**config.mk**
```make
export PLATFORM = sky130hd
export DESIGN_NAME = down_counter_timer
export DESIGN_NICKNAME = d
export VERILOG_FILES = /design/src/rtl/down_counter_timer.sv
export SDC_FILE = /design/constraint.sdc
export NUM_CORES = 1
export LEC_CHECK = 0
export BUFFER_PORTS_ARGS = -buffer_cell sky130_fd_sc_hd__buf_4
export CAP_MARGIN = 0
export CORE_UTILIZATION = 40
export DETAILED_ROUTE_END_ITERATION = 10
export PLACE_DENSITY = 0.69
export SLEW_MARGIN = 20
export SYNTH_ARGS = -nofsm -noshare
export SYNTH_HDL_FRONTEND = slang
export SYNTH_SLANG_ARGS = --single-unit
```
**constraint.sdc**
```tcl
create_clock -name clk -period 2.5 [get_ports clk]
set_clock_uncertainty 0.2 [all_clocks]
set_input_delay 0 -clock clk [delete_from_list [all_inputs] [get_ports clk]]
set_output_delay 0 -clock clk [all_outputs]
set_load 0.02 [all_outputs]
```
**src/rtl/down_counter_timer.sv**
```systemverilog
// Loadable down-counter/timer: one-shot or auto-reload, one-cycle registered done pulse at expiry.
// Load-to-first-decrement latency is one cycle; expiry lands N enabled cycles after loading N; enable=0 holds.
module down_counter_timer #(
    parameter int WIDTH = 4
) (
    input  logic             clk,
    input  logic             reset,
    input  logic             load,
    input  logic [WIDTH-1:0] load_value,
    input  logic             enable,
    input  logic             auto_reload,
    input  logic             abort,
    output logic [WIDTH-1:0] count,
    output logic             busy,
    output logic             done,
    output logic             zero
);

    typedef enum logic [1:0] {
        IDLE    = 2'd0,
        RUN     = 2'd1,
        EXPIRED = 2'd2
    } state_t;

    localparam logic [WIDTH-1:0] ONE = WIDTH'(1);

    state_t           state_q, state_d;
    logic [WIDTH-1:0] count_q, count_d;
    logic [WIDTH-1:0] reload_q, reload_d;
    logic             done_q, done_d;
    logic             busy_q;

    always_ff @(posedge clk) begin
        if (reset) begin
            state_q  <= IDLE;
            count_q  <= '0;
            reload_q <= '0;
            done_q   <= 1'b0;
            busy_q   <= 1'b0;
        end else begin
            state_q  <= state_d;
            count_q  <= count_d;
            reload_q <= reload_d;
            done_q   <= done_d;
            busy_q   <= (state_d == RUN);
        end
    end

    always_comb begin
        state_d  = state_q;
        count_d  = count_q;
        reload_d = reload_q;
        done_d   = 1'b0;

        if (abort) begin
            state_d = IDLE;
            count_d = '0;
        end else if (load) begin
            // A zero load is a cancel that also clears the reload register.
            count_d  = load_value;
            reload_d = load_value;
            state_d  = (load_value != '0) ? RUN : IDLE;
        end else begin
            case (state_q)
                RUN: begin
                    if (enable) begin
                        if (count_q == ONE) begin
                            done_d = 1'b1;
                            if (auto_reload) begin
                                count_d = reload_q;
                            end else begin
                                count_d = '0;
                                state_d = EXPIRED;
                            end
                        end else begin
                            count_d = count_q - ONE;
                        end
                    end
                end
                EXPIRED: state_d = IDLE;
                default: state_d = IDLE;
            endcase
        end
    end

    assign count = count_q;
    assign busy  = busy_q;
    assign done  = done_q;
    assign zero  = (count_q == '0);

endmodule

```
# [Word-level counts from Yosys, hierarchy flattened]
# Index checks and enable logic that the tools add are counted.
[op_classes] n_addsub=1 multipliers=0 div_mod_pow=0 magnitude_cmp=0 eq_ne=3 shifts=0 n_mux=13 bitwise=3 n_reduce_logical=8
[op_table] op="$mux W4" n=5
[op_table] op="$mux W2" n=6
[op_table] op="$reduce_or A5 Y1" n=1
[op_table] op="$eq A2 B1 Y1 const B" n=2
[op_table] op="$eq A4 B1 Y1 const B" n=1
[op_table] op="$logic_not A4 Y1" n=1
[op_table] op="$reduce_and A2 Y1" n=2
[op_table] op="$reduce_bool A2 Y1" n=2
[op_table] op="$reduce_bool A4 Y1" n=1
[op_table] op="$sub A4 B1 Y4 const B" n=1
[op_table] op="$not A1 Y1" n=3
[op_table] op="$mux W1" n=2
[op_table] op="$reduce_or A2 Y1" n=1
[word_totals] register_bits=12 latchBits=0 mem_bits_rw=0 romBits=0 inputBits=10 wordCells=33 mem_count=0

# [Logic depth before layout (Yosys ltp)]
[depth] depth_word=7 mapped_depth=6 mapped_depth_nobuf=6

# [Worst setup path before layout]
# Ideal clock, no wire load.
[synth_timing] path_kind="flip-flop to flip-flop" start="register count_q[0], in the netlist count[0]" end="register busy_q, in the netlist busy" arrival_ps=1430 path_slack_ps=740 path_stages_with_launch=6 period_less_slack_ps=1760 path_cell_list="dfxtp_1 -> ha_1 -> nor3b_1 -> nand3b_1 -> a31oi_1 -> nor3_1"
[synth_via] elab_chain_cells=7
[synth_rtl] item="from (decl)" line="28" source="logic [WIDTH-1:0] count_q, count_d;"
[synth_rtl] item="from (signal assigned)" line="42" source="count_q <= count_d;"
[synth_rtl] item="$eq A4 B1 Y1" line="67" source="if (count_q == ONE) begin"
[synth_rtl] item="$mux W2" line="67"
[synth_rtl] item="$mux W2" line="66" source="if (enable) begin"
[synth_rtl] item="$mux W2" line="64" source="case (state_q)"
[synth_rtl] item="$mux W2" line="58" source="end else if (load) begin"
[synth_rtl] item="$mux W2" line="55" source="if (abort) begin"
[synth_rtl] item="$eq A2 B1 Y1" line="45" source="busy_q <= (state_d == RUN);"
[synth_rtl] item="to (signal assigned)" line="45"
[synth_rtl] item="to (decl)" line="31" source="logic busy_q;"
# No other way between the ends.
# A chain may end at the register's enable or synchronous reset.

# [Worst setup path in the final report]
[layout_timing] start="register count_q[1], in the netlist count[1]" end="register count_q[2], in the netlist count[2]"
[layout_via] elab_chain_cells=5 elab_cells_between_ends=6 cone_classes="add/sub (1); eq/ne (1); mux (4)"
[layout_rtl] item="$sub A4 B1 Y4 / $eq A4 B1 Y1 (equally long branches)" line="76, 67"
[layout_rtl] item="$mux W4 (*)" line="67"
[layout_rtl] item="$mux W4 (*)" line="66"
[layout_rtl] item="$mux W4 (*)" line="64"
[layout_rtl] item="$mux W4 (*)" line="58"
# Mark *: on every way between the ends. The rest lies on a longest branch, timed or not. The select of a mux whose other input is x is not followed.

==> results.rst <==
.. list-table::
   :header-rows: 1

   * - Metric
     - Value
   * - Clock tree from TritonCTS
     - done
   * - P_leak
     - 0.404 nW
   * - Total negative slack for setup checks
     - 0 ns
   * - Synth-to-Final Area Change
     - 60.8%
   * - CP Capture Type
     - flip-flop
   * - Number of global-route vias before repair
     - 587
   * - Clock Sink Count
     - 12
   * - Clk pin slew, worst setup/hold paths
     - 0.07 ns
   * - Pin count of the biggest net entering global routing
     - 12
   * - Final HPWL DP
     - between 1000 and 1500 µm
   * - Top library cells by usage in the layout, fill and taps aside
     - 17 x sky130_fd_sc_hd__dlygate4sd3_1, 16 x sky130_fd_sc_hd__buf_4, 12 x sky130_fd_sc_hd__dfxtp_1, 10 x sky130_fd_sc_hd__nor2_1, 5 x sky130_fd_sc_hd__nand2_1
   * - Worst-Margin Slew
     - approximately 0.46 ns
   * - WHS Path Cells
     - 3
   * - CP required
     - around 2.5 ns
   * - Worst reg-to-reg setup slack
     - 0.20 ns
   * - Reported max-cap violation count
     - 0
   * - First DRT Iteration DRCs
     - 22
   * - Data arrival at the endpoint of the critical path
     - 2.26 ns
   * - Number of nets with antenna violations after routing
     - 0
   * - Floorplan core area
     - about 0.0014 mm²
   * - Synth warnings
     - 0
   * - Number of CTS-inserted buffers
     - 3
   * - Result of the run
     - complete, no violations
   * - Drt pass-1 iters
     - 4
   * - Drt wl/cell
     - 13.8 µm
   * - Via count of the routed design
     - 678
   * - Max_slew headroom
     - 69.5%
   * - Total power density per cell area
     - 474 mW/mm²
   * - Maximum fanout encountered on the critical timing path
     - 5
   * - Master cell of the clock root buffer
     - sky130_fd_sc_hd__clkbuf_4
   * - Die area
     - 0.00166 mm²
   * - RePlAce Congestion
     - 0.831
   * - Wirelength, routed
     - 1680 µm
   * - Number of rows created at floorplan
     - 13
   * - Maximum buffer depth of the clock tree
     - 2
   * - I/O pins
     - 17
   * - Number of filler cells placed in the layout
     - 109
   * - H-tree depth reported by CTS
     - 1
   * - Synth Net Count
     - 83
   * - DRC Markers
     - 0
   * - Core Util, Final
     - 71.4%
   * - Avg Vias per Cell
     - around 5.6
   * - Synth Instances
     - just over 70
   * - Category of the most critical setup path
     - flip-flop to flip-flop
   * - Worst Setup Start Kind
     - flip-flop
   * - Worst Hold Margin
     - 0.274 ns
   * - Worst min-delay path startpoint
     - reset
   * - Final Hold Viols
     - 0
   * - Area of the multi-input gates
     - 350 µm²
   * - Final number of max-transition violations
     - 0
   * - Die X
     - 40.7 µm
   * - Highest ir drop seen on vdd
     - about 0.33 mV
   * - Fraction of the cycle the final worst path needs
     - 91.9%
   * - R2R cell count
     - 6
   * - Endpoint with the worst hold slack
     - reload_q[3]
   * - Hold Crit Class
     - primary input to flip-flop
   * - Most frequent standard cell in the layout excluding fill and tap cells
     - sky130_fd_sc_hd__dlygate4sd3_1
   * - Worst skew pair latency
     - 0.27 ns
   * - Synthesized area per cell
     - between 8 and 9 µm²
   * - IO buf count
     - 16
   * - Overflow left after global routing
     - 0
   * - First-pass GRT wire length
     - 2480 µm
   * - Final critical path time including I/O delays and setup
     - 2.30 ns
   * - Final layout net count
     - 120
   * - Count of state elements after synthesis
     - 12
   * - R2R Path Start
     - count[1]
   * - Ant. Diodes
     - 0
   * - Fraction of final layout cells sized beyond drive strength 1
     - between 20% and 30%
   * - Cell Count, Final, Fillers Out
     - 122
   * - Cell Count Post-Placement
     - 100
   * - Overall track demand over capacity in global routing
     - 23.9%
   * - Sequential fraction of the synthesis area
     - 40.1%
   * - Synth unique cells
     - 25
   * - Cell area after technology mapping
     - 599 µm²
   * - Terminus of the critical flop-to-flop path
     - count[2]
   * - Y dimension of the die
     - 40.7 µm
   * - Highest attainable clock frequency
     - between 400 and 500 MHz
   * - Total power
     - 0.456 mW
   * - Starting Density
     - 44.4%
   * - Number of setup violations in the final report
     - 0
   * - RSZ-0062 raised after global routing
     - no
   * - Initial antenna violation count
     - 0
   * - Area taken by flip-flops and latches
     - between 200 and 250 µm²
==> critical path, stage by stage, from the launching register on <==
cell and delay (ns):
sky130_fd_sc_hd__dfxtp_1 0.39, sky130_fd_sc_hd__inv_1 0.08, sky130_fd_sc_hd__ha_1 0.23, sky130_fd_sc_hd__and3_4 0.20, sky130_fd_sc_hd__a2111oi_2 0.37, sky130_fd_sc_hd__o32ai_1 0.14, sky130_fd_sc_hd__dlygate4sd3_1 0.58
==> power breakdown <==
| group | internal (mW) | switching (mW) |
|---|---|---|
| logic | 0.0532 | 0.0443 |
| registers | 0.198 | 0.00737 |
| clock network | 0.0886 | 0.0643 |
| total | 0.340 | 0.116 |
==> cell type report <==
cell class,instances,area share (%)
clock buffer,4,3.77
inverter,4,1.56
multi-input combinational,53,36.4
sequential,12,24.9
tap,15,1.95
timing repair buffer,34,31.4
==> repair_timing <==
item	4_1_cts	5_1_grt
setup endpoints to repair	0	2
setup buffers	0	0
hold endpoints to repair	12	0
hold buffers	18	0
gates resized for setup	0	4
==> per-layer routing <==
metal	wire length [µm]	vias up	GRT usage, %
met1	708	318	26.6
met3	106	4	8.15
met4	23	0	7.50
met5	0	-	0
met2	842	33	42.1
li1	-	323	-
==> registers in the layout (all words and copies together), names as in the netlist <==
name	flops
state_q	2
done	1
count	4
busy	1
reload_q	4
==> cell usage after synthesis <==
master                       n  area share [%]
sky130_fd_sc_hd__or2_2       1             1.0
sky130_fd_sc_hd__clkbuf_1    2             1.3
sky130_fd_sc_hd__mux2i_1     4             6.7
sky130_fd_sc_hd__nand2b_1    2             2.1
sky130_fd_sc_hd__ha_1        2             4.2
sky130_fd_sc_hd__or3_1       1             1.0
sky130_fd_sc_hd__a211oi_1    1             1.3
sky130_fd_sc_hd__o21ai_0     1            0.83
sky130_fd_sc_hd__inv_1       4             2.5
sky130_fd_sc_hd__dfxtp_1    12              40
sky130_fd_sc_hd__nor2b_1     3             3.1
sky130_fd_sc_hd__a2111oi_2   1             2.5
sky130_fd_sc_hd__nor3b_1     1             1.3
sky130_fd_sc_hd__nor2_1     10             6.3
sky130_fd_sc_hd__and3b_1     1             1.5
sky130_fd_sc_hd__nor4_1      2             2.1
sky130_fd_sc_hd__a31oi_1     4             4.2
sky130_fd_sc_hd__or2_1       1             1.0
sky130_fd_sc_hd__o211ai_1    1             1.3
sky130_fd_sc_hd__nor3_1      4             3.3
sky130_fd_sc_hd__o32ai_1     2             2.9
sky130_fd_sc_hd__nand2_1     5             3.1
sky130_fd_sc_hd__a21oi_1     4             3.3
sky130_fd_sc_hd__and3_4      1             1.9
sky130_fd_sc_hd__nand3b_1    1             1.3
==> metrics by stage <==
step	instance area [µm²]	setup WS, ns
final	963	0.202
after floorplan	599	0.740
after global placement	731	0.730
after global routing	963	0.114
after CTS	947	0.0719
after detailed placement	731	0.693
==> how the worst max path moves through the flow <==
stage	cells after the start	slack (ns)	to	from
detailed placement	6	0.69	state_q[0]	count[1]
floorplan	5	0.74	busy	count[0]
CTS	8	0.07	count[0]	reset
finish	6	0.20	count[2]	count[1]
global placement	6	0.73	state_q[0]	count[1]
global route	6	0.11	count[2]	count[1]
==> logic make-up after synthesis <==
kind of cell,count (synthesis),synth area share (%)
adders and majority gates,2,4.17
AOI/OAI and AO/OA,14,16.3
DFF,12,40.1
muxes,4,6.68
buffers and inverters,6,3.76
and+or+nand+nor,33,29.0
Note: power is estimated with default switching activity, not from simulation.
